### src/rtl/dcnt_seq_if.sv
// Handshake bundle for dcnt_seq: start/load command in, valid/ready sequence out.
// The slave side is the sequencer; the master side is the controller plus downstream consumer.
interface dcnt_seq_if #(
  parameter int SIZE_ = 8
);
  logic             start_;
  logic [SIZE_-1:0] n_;
  logic             rdy_;
  logic [SIZE_-1:0] q_;
  logic             vld_;
  logic             last_;
  logic             busy_;
  logic             done_;

  modport master (
    output start_, n_, rdy_,
    input  q_, vld_, last_, busy_, done_
  );

  modport slave (
    input  start_, n_, rdy_,
    output q_, vld_, last_, busy_, done_
  );
endinterface

### src/rtl/dcnt_seq.sv
// Loadable down-counter sequencer: streams n..T one beat per cycle, first beat 1 cycle after start_;
// rdy_ low freezes the current beat. DCNT_SKIP_ONE_EN raises the terminal value T from 1 to 2.
module dcnt_seq #(
  parameter int SIZE_ = 8
) (
  input  logic       clk_,
  input  logic       rst_,
  dcnt_seq_if.slave  bus_
);

`ifdef DCNT_SKIP_ONE_EN
  localparam logic [SIZE_-1:0] TERM = SIZE_'(2);
`else
  localparam logic [SIZE_-1:0] TERM = SIZE_'(1);
`endif
  localparam logic [SIZE_-1:0] ONE = SIZE_'(1);

  typedef enum logic [1:0] {IDLE, RUN, DONE} state_t;

  state_t           state;
  state_t           state_nxt;
  logic [SIZE_-1:0] q_r;
  logic [SIZE_-1:0] q_nxt;
  logic             vld_r;
  logic             vld_nxt;
  logic             last;

  // q_ <= TERM also covers the n_<=1 single beat when the skip option raises TERM to 2.
  assign last = vld_r && (q_r <= TERM);

  always_ff @(posedge clk_) begin
    if (rst_) begin
      state <= IDLE;
      q_r   <= '0;
      vld_r <= 1'b0;
    end else begin
      state <= state_nxt;
      q_r   <= q_nxt;
      vld_r <= vld_nxt;
    end
  end

  always_comb begin
    state_nxt = state;
    q_nxt     = q_r;
    vld_nxt   = vld_r;
    case (state)
      IDLE: begin
        if (bus_.start_) begin
          // n_=0 and (with skip) n_=1 both collapse to the single beat q_=1.
          q_nxt     = (bus_.n_ == '0) ? ONE : bus_.n_;
          vld_nxt   = 1'b1;
          state_nxt = RUN;
        end
      end
      RUN: begin
        if (vld_r && bus_.rdy_) begin
          if (last) begin
            vld_nxt   = 1'b0;
            state_nxt = DONE;
          end else begin
            q_nxt = q_r - ONE;
          end
        end
      end
      DONE: begin
        state_nxt = IDLE;
      end
      default: begin
        state_nxt = IDLE;
      end
    endcase
  end

  assign bus_.q_    = q_r;
  assign bus_.vld_  = vld_r;
  assign bus_.last_ = last;
  assign bus_.busy_ = (state != IDLE);
  assign bus_.done_ = (state == DONE);

endmodule

### src/flat_wrapper.sv
// flat-port wrapper written by rule: the top's interface ports become plain ports
module dcnt_seq_flat 
#(
  parameter int SIZE_ = 8
)
  (clk_, rst_, bus__start_, bus__n_, bus__rdy_, bus__q_, bus__vld_, bus__last_, bus__busy_, bus__done_);
  dcnt_seq_if #(.SIZE_(SIZE_)) bus__i ();
  input  logic clk_;
  input  logic rst_;
  input wire logic [$bits(bus__i.start_)-1:0] bus__start_;
  input wire logic [$bits(bus__i.n_)-1:0] bus__n_;
  input wire logic [$bits(bus__i.rdy_)-1:0] bus__rdy_;
  output wire logic [$bits(bus__i.q_)-1:0] bus__q_;
  output wire logic [$bits(bus__i.vld_)-1:0] bus__vld_;
  output wire logic [$bits(bus__i.last_)-1:0] bus__last_;
  output wire logic [$bits(bus__i.busy_)-1:0] bus__busy_;
  output wire logic [$bits(bus__i.done_)-1:0] bus__done_;
  assign bus__i.start_ = bus__start_;
  assign bus__i.n_ = bus__n_;
  assign bus__i.rdy_ = bus__rdy_;
  assign bus__q_ = bus__i.q_;
  assign bus__vld_ = bus__i.vld_;
  assign bus__last_ = bus__i.last_;
  assign bus__busy_ = bus__i.busy_;
  assign bus__done_ = bus__i.done_;
  dcnt_seq #(.SIZE_(SIZE_)) u_core (.clk_(clk_), .rst_(rst_), .bus_(bus__i));
endmodule
### config.mk
export PLATFORM = sky130hd
export DESIGN_NAME = dcnt_seq_flat
export DESIGN_NICKNAME = d
export VERILOG_FILES = /design/src/rtl/dcnt_seq_if.sv /design/src/rtl/dcnt_seq.sv /design/src/flat_wrapper.sv
export SDC_FILE = /design/constraint.sdc
export NUM_CORES = 1
export LEC_CHECK = 0
export ABC_AREA = 1
export BUFFER_PORTS_ARGS = -buffer_cell sky130_fd_sc_hd__buf_2
export CORE_MARGIN = 3
export CORE_UTILIZATION = 41
export CTS_CLUSTER_SIZE = 12
export DETAILED_ROUTE_END_ITERATION = 8
export PLACE_DENSITY = 0.65
export SLEW_MARGIN = 5
export SYNTH_ARGS = -nofsm -noshare
export SYNTH_HDL_FRONTEND = slang
export SYNTH_SLANG_ARGS = --single-unit
### constraint.sdc
create_clock -name clk_ -period 2.5 [get_ports clk_]
set_input_delay 0.625 -clock clk_ [delete_from_list [all_inputs] [get_ports clk_]]
set_output_delay 0.625 -clock clk_ [all_outputs]
set_load 0.02 [all_outputs]
Word-level counts from Yosys, hierarchy flattened:

Index checks and enable logic that the tools add are counted.

* $add $sub $neg: 1
* order comparisons: 1
* eq/ne operators: 6
* mux-type cells: 13
* reduce and logical (&&, ||, !) cells: 9

Operators by type and width (number)
* $mux 8: 4
* $pmux 8 s2: 1
* $le 8x1->1 const B: 1
* $logic_not 8->1: 1
* $reduce_and 4->1: 2
* $sub 8x1->8 const B: 1
* $mux 2: 3
* $ne 2x2->1 const B: 3
* $pmux 2 s2: 1
* $reduce_bool 2->1: 2
* $mux 1: 3
* $reduce_and 3->1: 1
* $eq 2x1->1 const B: 1
* $eq 2x2->1 const B: 1
* $logic_and 1x1->1: 2
* $logic_not 2->1: 1
* $ne 2x1->1 const B: 1
* $pmux 1 s2: 1

* bits in registers: 11
* input port bits: 12
* output and inout port bits: 12
* logic and storage cells: 33

Longest topological paths before layout:

Gate-level depths: netlist (run 1).

* depth in word-level cells: 5
* gate-level depth with buffers: 13
* depth with buffers taken out: 13

Worst setup path after synthesis (run 1):

OpenSTA, ideal clock, no wires.

* kind: register to register
* start: reg u_core.q_r[1], in the netlist u_core.bus_.q_[1]
* end: reg u_core.q_r[3], in the netlist u_core.bus_.q_[3]
* setup time: 0.116 ns
* data arrival time: 1.600 ns
* data required time: 2.384 ns
* path slack: 0.784 ns
* stages on the path, launching flop included: 12
* buffers on the path: 0
* period minus slack after synthesis: 1.716 ns
* cell sequence: dfxtp_1 -> inv_1 -> ha_1 -> inv_1 -> nand2_1 -> nand3_2 -> nor2_2 -> nand2_1 -> nand2_4 -> inv_4 -> o21ai_0 -> nor2_1

* word-level cells in the longest chain between the ends: 4
* elaborated cells between the ends (all ways): 8
* those cells by class: add/sub: 1; order compare: 1; eq/ne: 1; mux: 3; reduce/logical: 2

Ends and longest elaborated chain
* from (decl): line dcnt_seq.sv:22 `logic [SIZE_-1:0] q_r;`
* from (signal assigned): line dcnt_seq.sv:38 `q_r <= q_nxt;`
* $le 8x1->1: line dcnt_seq.sv:29 `assign last = vld_r && (q_r <= TERM);`
* $logic_and 1x1->1: line dcnt_seq.sv:29
* net bus__last_: line flat_wrapper.sv:15 `output wire logic [$bits(bus__i.last_)-1:0] bus__last_;`
* $ne 2x2->1 (no source line)
* $reduce_and 4->1 (no source line)

The timed path passes the listed nets, and every way through them passes these cells. The select of a mux whose other input is x is not followed.
A chain may end at the register's enable or synchronous reset.

Final worst setup path (run 1):

* start: reg u_core.q_r[0], in the netlist u_core.bus_.q_[0]
* end: out bus__last_

* word-level cells in the longest chain between the ends: 2

Ends and longest elaborated chain (line)
* $le 8x1->1: dcnt_seq.sv:29
* $logic_and 1x1->1: dcnt_seq.sv:29
* to (decl): flat_wrapper.sv:15

Every way passes these cells.

==> results.yml, run 1 <==
outcome:
  status: "finished clean"
place:
  dp_cells: 179
  placed_cell_area_um2: 915.9
  placement.io_buffers: 23
  hpwl_um: 1483
  gp_congestion: 0.8222
power:
  power.share.sequential_pct: 34.3
  pwr-share-comb_pct: 46.3
  p_int_uw: 365.5
  clkPwrFrac_pct: 19.3
  switchingPower_uw: 291.0
  swShare_pct: 44.32
  max-vdd-ir-drop_uv: 365.3
  p_leak_uw: 0.0005242
  pwr_density_cell_mw_per_mm2: 696.8
layout:
  design_area_um2: 942.2
  nNetsFinal: 173
  final_core_util_pct: 53.98
  fin_cells: 183
  nFillCells: 191
  drive_above_1_share_pct: 24.05
  final_cell_mix: "35 x nand2_1, 23 x buf_2, 22 x inv_1"
  syn2layout_area_growth_pct: 22.44
  diodes: 0
  mostFrequentLayoutCell: "nand2_1"
hold_path:
  hold_class: "flip-flop to flip-flop"
  worstHoldEndpoint: "u_core.bus_.q_[2]"
  holdPathStages: 2
  hp-start: "u_core.bus_.q_[2]"
logic_synthesis:
  synth_warnings: 0
  synth_cell_types: 18
  ys_ff_latch: 11
  synth_top_area_cell: "dfxtp_1"
  yosysSeqAreaShare_pct: 28.62
  synth_fp_nets: 145
  yosys.area.top_type_share_pct: 28.62
  synth_area_leaders: "dfxtp_1 29%, nand2_1 17%, inv_1 11%, nor2_1 9.8%, o21ai_0 7.8%"
  syn_avg_cell_area_um2: 5.874
  synth_cells: 131
  synth_area_um2: 769.5
floorplanning:
  die_area_mm2: 0.002432
  design.core.area_mm2: 0.001745
  boundaryPins: 24
  die_x_um: 49.32
  rows: 15
  start_util_pct: 44.09
  die_h_um: 49.32
grt:
  track_usage_pct: 17.32
  grt_max_degree: 16
  grt_pass1_vias: 816
  grt-ovfl-total: 0
  antenna_found_initial: 0
  grt_pass1_wl_um: 3298
clocking:
  hold_buffers: 0
  clk_pin_slew_ns: 0.07
  clockBufferDepth: 2
  ctsResizeCount: 0
  cts.sinks: 11
  root_buffer: "clkbuf_4"
  postCtsSetupBuffers: 0
  cts.htree.levels: 1
  insertion_delay_ns: 0.27
  cts_tree: "yes"
  cts_buffers: 3
detailed_routing:
  drt_wl_total_um: 1908
  ant_nets: 0
  drt-initial-drc-count: 21
  avgViaCountPerCell: 4.732
  drt_first_pass_iters: 4
  wl_per_cell_um: 10.43
  drc: 0
  num_vias: 866
critical_path:
  timing.rr.end: "u_core.bus_.q_[3]"
  worstRegToRegCells: 11
  path_cells: "inv_1 > ha_1 > inv_1 > nand2_1 > nand3_2 > nor2_2 > buf_2"
  reg2reg_from: "u_core.bus_.q_[0]"
  max_stage_delay_ns: 0.35
  rrSetupSlack_ns: 0.91
  crit_path_start_kind: "flip-flop"
  critical_path_class: "flip-flop to output port"
  arrival_ns: 1.39
  cpMaxStageDelayCell: "dfxtp_1"
  cp_common_cell: "inv_1"
  worstSetupEndpointType: "output port"
  cp_max_fo: 5
  crit_required_ns: 1.88
run:
  drv_cap: 0
timing:
  max_freq_mhz: 496.1
  worst_pin_slew_ns: 0.2601
  min_period_ns: 2.016
  setup_viol: 0
  slew_viol_final: 0
  slew_headroom_pct: 82.59
  finalCritPeriodShare_pct: 80.63
  hold_viol: 0
  finalClockSkew_ns: 0.0003708
  setup_tns_ns: 0
  timing.hold.ws_ns: 0.5015
  rsz0062_at_grt: "no"
[logic make-up (layout without fill, tap and decap cells)]
logic type,Yosys count,count (layout),share of synthesized area [%]
buf+inv,24,51,12.52
compound gates,20,20,13.17
flops,11,11,28.62
simple gates,74,74,42.44
fa+ha+maj,2,2,3.252
[registers in the layout (all words and copies together), names as in the netlist]
signal and count:
u_core.state 2, u_core.bus_.vld_ 1, u_core.bus_.q_ 8
[worst max-delay path by stage]
stage | from | to | slack (ns)
after floorplan | u_core.bus_.q_[1] | u_core.bus_.q_[3] | 0.78
after global placement | u_core.bus_.q_[1] | bus__last_ | 0.82
after detailed placement | u_core.bus_.q_[0] | bus__last_ | 0.79
after CTS | u_core.bus_.q_[0] | bus__last_ | 0.49
after global routing | u_core.bus_.q_[0] | bus__last_ | 0.35
final | u_core.bus_.q_[0] | bus__last_ | 0.48
[stage by stage]
| step | power, uW | setup slack, ns |
|---|---|---|
| finish | 656.5 | 0.4842 |
| global route | 718.7 | 0.3542 |
| CTS | 658.9 | 0.4856 |
| detailed placement | 533.4 | 0.7850 |
| global placement | 529.3 | 0.8230 |
| floorplan | 451.7 | 0.7837 |
[synth_stat cells]
master    n
o22ai_1   1
nor2_2    4
nand3_2   1
buf_4     1
inv_1    22
nand2_1  35
a21oi_1   7
nor2_1   20
nand2_2   3
or2_2     1
nor4_1    1
o21ai_0  12
ha_1      2
nand2_4   1
inv_4     1
dfxtp_1  11
nand3_1   6
nand4_1   2
[power groups by stage]
stage	logic [uW]	clock network, uW	registers [uW]
final	304	127	226
after global routing	347	142	230
after CTS	306	128	225
after detailed placement	304	0	230
after global placement	302	0	228
after floorplan	198	0	254
[per-layer routing]
metal / part of all wire (%) / up-vias / global-route usage, %
li1: - / 460 / -
met1: 49 / 379 / 21.96
met2: 43 / 20 / 27.23
met3: 4.6 / 7 / 3.364
met4: 2.9 / 0 / 9.479
met5: 0 / - / 0
[layout make-up]
| cell class | instances | area (um^2) | share of cell area (%) |
|---|---|---|---|
| multi-input combinational | 96 | 452.9 | 48.07 |
| sequential | 11 | 220.2 | 23.37 |
| timing repair buffer | 24 | 122.6 | 13.01 |
| inverter | 23 | 88.84 | 9.429 |
| tap | 25 | 31.28 | 3.320 |
| clock buffer | 4 | 26.28 | 2.789 |
[critical path: cells and delay by family (launching register included)]
kind | cells | cell delay [ns]
and+or+nand+nor | 3 | 0.24
adders and majority gates | 1 | 0.19
DFF | 1 | 0.35
buffers and inverters | 3 | 0.32
No activity file was read; power rests on OpenSTA's default activity.
==> inputs of run 2 (changes only) <==
--- a/config.mk
+++ b/config.mk
@@ -5,13 +5,13 @@
 export SDC_FILE = /design/constraint.sdc
 export NUM_CORES = 1
 export LEC_CHECK = 0
-export ABC_AREA = 1
+export ABC_AREA = 0
 export BUFFER_PORTS_ARGS = -buffer_cell sky130_fd_sc_hd__buf_2
 export CORE_MARGIN = 3
 export CORE_UTILIZATION = 41
 export CTS_CLUSTER_SIZE = 12
 export DETAILED_ROUTE_END_ITERATION = 8
-export PLACE_DENSITY = 0.65
+export PLACE_DENSITY = 0.66
 export SLEW_MARGIN = 5
 export SYNTH_ARGS = -nofsm -noshare
 export SYNTH_HDL_FRONTEND = slang
==> constraint.sdc (replaced) <==
create_clock -name clk_ -period 1.88 [get_ports clk_]
set_input_delay 0.47 -clock clk_ [delete_from_list [all_inputs] [get_ports clk_]]
set_output_delay 0.47 -clock clk_ [all_outputs]
set_load 0.02 [all_outputs]
==> run 2 against run 1 <==
Clock skew increased by 0.0033 ns. Via count is 6.7% lower. Wire length is 3.6% higher. Largest power group is now registers.
==> results.yml, run 2 <==
critical_path:
  worstSetupEndpoint: "bus__last_"
  worstSetupEndpointType: "output port"
  worstRegToRegCells: 5
  cp_max_fo: 4
  crit_required_ns: 1.41
  arrival_ns: 1.32
  setup.worst_path.start: "u_core.bus_.q_[1]"
  reg2reg_from: "u_core.bus_.q_[3]"
  crit_path_start_kind: "flip-flop"
  critical_path_class: "flip-flop to output port"
  timing.rr.end: "u_core.bus_.q_[1]"
  rrSetupSlack_ns: 0.12
logic_synthesis:
  synth_flop_cell: "dfxtp_1"
  yosysSeqAreaShare_pct: 30.09
  synth_fp_nets: 103
  synth.most_common_cell: "dfxtp_1"
  synth_area_leaders: "dfxtp_1 30%, o32ai_1 7.2%, a21oi_1 6.8%, nand2b_1 5.1%, nor4_1 4.3%"
  synth_cell_types: 34
  ys_ff_latch: 11
  yosys.area.top_type_share_pct: 30.09
  synth_common_cells: "11 x dfxtp_1, 10 x a21oi_1, 6 x nand2b_1, 6 x nor2_1, 6 x o32ai_1"
  synth_top_area_cell: "dfxtp_1"
  syn_avg_cell_area_um2: 8.224
  synth_edf_count: 0
  async_flop_share_pct: 0
  synth_area_um2: 732.0
  synth_warnings: 0
  synth_cells: 89
clocking:
  cts.htree.levels: 1
  cts_buffers: 3
  clk_pin_slew_ns: 0.07
  cts.sinks: 11
  cts_tree: "yes"
  root_buffer: "clkbuf_4"
  insertion_delay_ns: 0.28
  clockBufferDepth: 2
timing:
  finalClockSkew_ns: 0.003645
  layout_setup_ws_ns: 0.08605
  rsz0062_at_grt: "yes"
  setup_viol: 0
  finalCritPeriodShare_pct: 95.42
  slew_headroom_pct: 71.66
  setup_tns_ns: 0
  max_freq_mhz: 557.4
  hold_viol: 0
  slew_viol_final: 0
  worst_pin_slew_ns: 0.4213
  min_period_ns: 1.794
floorplanning:
  design.core.area_mm2: 0.001594
  start_util_pct: 45.92
  boundaryPins: 24
  die_x_um: 48.25
  die_h_um: 48.25
  rows: 14
  die_area_mm2: 0.002328
hold_path:
  hold_class: "flip-flop to flip-flop"
power:
  pwr-share-comb_pct: 35.8
  power.share.sequential_pct: 40.3
  p_int_uw: 452.4
  clkPwrFrac_pct: 23.9
  switchingPower_uw: 254.0
  pwr_density_cell_mw_per_mm2: 721.0
  max-vdd-ir-drop_uv: 396.0
  swShare_pct: 35.96
  p_leak_uw: 0.0004164
run:
  drv_cap: 0
grt:
  top_usage_layer: "met1"
  grt-ovfl-total: 0
  track_usage_pct: 20.86
  antenna_found_initial: 0
  grt_pass1_wl_um: 3263
  grt_use_met2_pct: 27.08
  grtUsageMet3_pct: 4.428
  grt_pass1_vias: 680
  grt_max_degree: 18
  grtUsageMet1_pct: 31.19
detailed_routing:
  drt-initial-drc-count: 32
  wl_per_cell_um: 13.92
  drt_first_pass_iters: 4
  drc: 0
  num_vias: 808
  ant_nets: 0
  avgViaCountPerCell: 5.690
  drt_wl_total_um: 1976
layout:
  final_cell_mix: "22 x buf_2, 10 x a21oi_1, 9 x buf_4"
  syn2layout_area_growth_pct: 33.85
  drive_above_1_share_pct: 40.68
  largest_register_ff_count: 8
  nNetsFinal: 133
  diodes: 0
  final_core_util_pct: 61.46
  mostFrequentLayoutCell: "buf_2"
  fin_cells: 142
  regMostFlops: "u_core.bus_.q_"
place:
  hpwl_um: 1420
  pre_cts_slack_ns: 0.09632
  placement.io_buffers: 23
  dp_cells: 137
  gp_congestion: 0.9048
outcome:
  status: "finished clean"
## run 2: cell types whose count changed in the layout (fill, tap and decap cells not counted), moves of 4 or more
| cell | before | now |
|---|---|---|
| buf_4 | 1 | 9 |
| dfxtp_1 | 11 | 6 |
| dfxtp_2 | 0 | 4 |
| inv_1 | 22 | 3 |
| nand2_1 | 35 | 2 |
| nand2b_1 | 0 | 6 |
| nand3_1 | 6 | 2 |
| nor2_1 | 20 | 5 |
| nor3_1 | 0 | 4 |
| o21ai_0 | 12 | 1 |
| o32ai_1 | 0 | 6 |
## run 2: layout make-up
type,instances,area (um^2)
Tap cell,24,30.03
Clock buffer,4,26.28
Fill cell,152,614.3
Sequential cell,11,229.0
Timing Repair Buffer,31,177.7
Multi-Input combinational cell,67,498.0
Inverter,5,18.77
## run 2: power by group through the flow
stage,Sequential (uW),Clock (uW),Combinational [uW]
floorplan,301,0,139
global placement,284,0,230
detailed placement,285,0,230
CTS,283,179,245
global route,288,194,279
finish,285,169,253
## run 2: stage by stage
stage	total power [uW]	hold WS, ns	cell area [um^2]
floorplan	440.1	0.4473	734.5
CTS	707.0	0.4847	960.9
detailed placement	515.2	0.4783	905.9
global route	761.6	0.4985	979.7
global placement	514.0	0.4776	905.9
finish	706.4	0.4947	979.7
## run 2: cells by family (layout without fill, tap and decap cells)
| group | after synthesis | in the layout | synth area share, % |
|---|---|---|---|
| buffers and inverters | 11 | 40 | 6.155 |
| and+or+nand+nor | 36 | 36 | 29.40 |
| adders and majority gates | 2 | 2 | 3.418 |
| DFF | 11 | 11 | 30.09 |
| AOI/OAI and AO/OA | 29 | 29 | 30.94 |
## run 2: what timing repair did
item,CTS,global route
endpoints found under the setup margin,1,7
resized for setup,5,8
pin swaps,1,2
setup buffers,1,0
hold buffers,0,0
## run 2: layer usage
metal	share of wire (%)	routed length, um	vias up
li1	-	-	400
met1	48	954	371
met2	42	831	32
met3	7.0	139	5
met4	2.6	51	0
met5	0	0	-
## run 2: worst min-delay path by stage
stage               startpoint         endpoint  depth (start not counted)
6_report       u_core.state[1]  u_core.state[0]                          1
2_1_floorplan  u_core.state[1]  u_core.state[0]                          1
3_5_place_dp   u_core.state[1]  u_core.state[0]                          1
4_1_cts              bus__rdy_  u_core.state[1]                          3
3_3_place_gp   u_core.state[1]  u_core.state[0]                          1
5_1_grt              bus__rdy_  u_core.state[1]                          3
## run 2: critical path: stages (launching register included)
cell	delay (ns)
dfxtp_2	0.35
inv_2	0.06
ha_1	0.19
nor2_2	0.11
nand4b_1	0.14
inv_1	0.05
buf_4	0.15
==> inputs of run 3 (changes only) <==
--- a/config.mk
+++ b/config.mk
@@ -16,3 +16,4 @@
 export SYNTH_ARGS = -nofsm -noshare
 export SYNTH_HDL_FRONTEND = slang
 export SYNTH_SLANG_ARGS = --single-unit
+export TNS_END_PERCENT = 1
==> constraint.sdc (replaced) <==
create_clock -name clk_ -period 2.1 [get_ports clk_]
set_input_delay 0.525 -clock clk_ [delete_from_list [all_inputs] [get_ports clk_]]
set_output_delay 0.525 -clock clk_ [all_outputs]
set_load 0.02 [all_outputs]
==> run 3 against run 2 <==
Sequential share of layout area increased by 0.74 points. Combinational power decreased by 18%. Total power decreased by 14%. Critical endpoint unchanged. Highest routed layer unchanged.
==> results.yml, run 3 (synthesis results as in run 2) <==
outcome:
  status: "finished clean"
power:
  pwr_density_cell_mw_per_mm2: 659.2
  max-vdd-ir-drop_uv: 322.5
  p_leak_uw: 0.0003939
critical_path:
  rrSetupSlack_ns: 0.23
  critical_path_class: "flip-flop to output port"
  crit_required_ns: 1.57
  reg2reg_from: "u_core.bus_.q_[3]"
  worstSetupEndpointType: "output port"
  cp_max_fo: 6
  setup.worst_path.start: "u_core.bus_.q_[3]"
  arrival_ns: 1.48
  worstSetupEndpoint: "bus__last_"
  worstRegToRegCells: 4
  timing.rr.end: "u_core.bus_.q_[5]"
  crit_path_start_kind: "flip-flop"
detailed_routing:
  drt_first_pass_iters: 4
  wl_per_cell_um: 14.47
  drc: 0
  ant_nets: 0
  drt-initial-drc-count: 27
  drt_wl_total_um: 2012
  avgViaCountPerCell: 5.813
  num_vias: 808
layout:
  multi_input_area_um2: 469.2
  regMostFlops: "u_core.bus_.q_"
  mostFrequentLayoutCell: "buf_2"
  seqCellArea_um2: 221.5
  final_cell_mix: "23 x buf_2, 10 x a21oi_1, 10 x dfxtp_1"
  nFillCells: 154
  drive_above_1_share_pct: 31.30
  largest_register_ff_count: 8
  syn2layout_area_growth_pct: 25.47
  nNetsFinal: 130
  fin_cells: 139
  diodes: 0
hold_path:
  hp-start: "u_core.state[1]"
  hold_class: "flip-flop to flip-flop"
timing:
  max_freq_mhz: 499.0
  rsz0062_at_grt: "no"
  slew_headroom_pct: 71.69
  layout_setup_ws_ns: 0.09617
  setup_viol: 0
  hold_viol: 0
  slew_viol_final: 0
  finalCritPeriodShare_pct: 95.42
  min_period_ns: 2.004
  finalClockSkew_ns: 0.0008976
  setup_tns_ns: 0
  worst_pin_slew_ns: 0.4208
grt:
  grt-ovfl-total: 0
  grt_pass1_wl_um: 3139
  grt_pass1_vias: 696
  grt_max_degree: 18
  antenna_found_initial: 0
  track_usage_pct: 19.82
place:
  gp_congestion: 0.8376
  pre_cts_slack_ns: 0.1824
  placement.io_buffers: 23
  dp_cells: 133
  hpwl_um: 1429
floorplanning:
  boundaryPins: 24
  die_area_mm2: 0.002328
  die_x_um: 48.25
  start_util_pct: 45.92
  design.core.area_mm2: 0.001594
  rows: 14
  die_h_um: 48.25
clocking:
  cts.sinks: 11
  cts_buffers: 3
  clockBufferDepth: 2
  clk_pin_slew_ns: 0.07
  cts.htree.levels: 1
  hold_buffers: 0
  cts_tree: "yes"
  insertion_delay_ns: 0.27
  root_buffer: "clkbuf_4"
run:
  drv_cap: 0
==> run 3: what timing repair did <==
action | 4_1_cts | 5_1_grt
gates resized for setup | 2 | 0
setup buffers | 1 | 1
endpoints found under the hold margin | 0 | 0
endpoints found under the setup margin | 1 | 1
gates cloned | 0 | 0
pin swaps | 0 | 1
==> run 3: how the worst min path moves through the flow <==
| stage | to | slack [ns] | cells past startpoint |
|---|---|---|---|
| after global placement | u_core.state[0] | 0.48 | 1 |
| after floorplan | u_core.state[0] | 0.45 | 1 |
| after CTS | u_core.state[0] | 0.51 | 1 |
| final | u_core.state[0] | 0.50 | 1 |
| after detailed placement | u_core.state[0] | 0.49 | 1 |
| after global routing | u_core.bus_.q_[0] | 0.54 | 2 |
==> run 3: routing by layer <==
| metal | global-route usage [%] | part of all wire [%] |
|---|---|---|
| met4 | 8.065 | 1.1 |
| met3 | 4.428 | 8.6 |
| met2 | 30.21 | 46 |
| met1 | 26.75 | 44 |
| met5 | 0 | 0 |
==> run 3: metrics by stage <==
stage / hold WS, ns / util [%] / total power [uW] / cell area (um^2)
3_3_place_gp: 0.4810 / 54.79 / 450.5 / 873.3
4_1_cts: 0.5057 / 57.14 / 606.2 / 910.9
2_1_floorplan: 0.4473 / - / 393.2 / 732.0
3_5_place_dp: 0.4862 / 54.79 / 452.7 / 873.3
6_report: 0.5021 / 57.61 / 605.4 / 918.4
5_1_grt: 0.5375 / 57.61 / 645.9 / 918.4
==> run 3: area by class of cell <==
cell class / count / share of cell area [%]
Multi-Input combinational cell: 67 / 51.09
Tap cell: 24 / 3.270
Clock buffer: 4 / 2.861
Timing Repair Buffer: 28 / 16.62
Inverter: 5 / 2.044
Sequential cell: 11 / 24.11
==> run 3: critical path, cell delays in order, from the launching register on <==
cell and delay [ns]:
dfxtp_1 0.35, nor4_1 0.42, nand4b_1 0.20, inv_1 0.08
buf_2 0.16
==> run 3: power by group <==
part / switching (uW) / internal [uW] / total, uW
Combinational: 118 / 89.0 / 207
Clock: 72.3 / 73.5 / 146
Sequential: 26.5 / 226 / 253
Total: 217 / 388 / 605
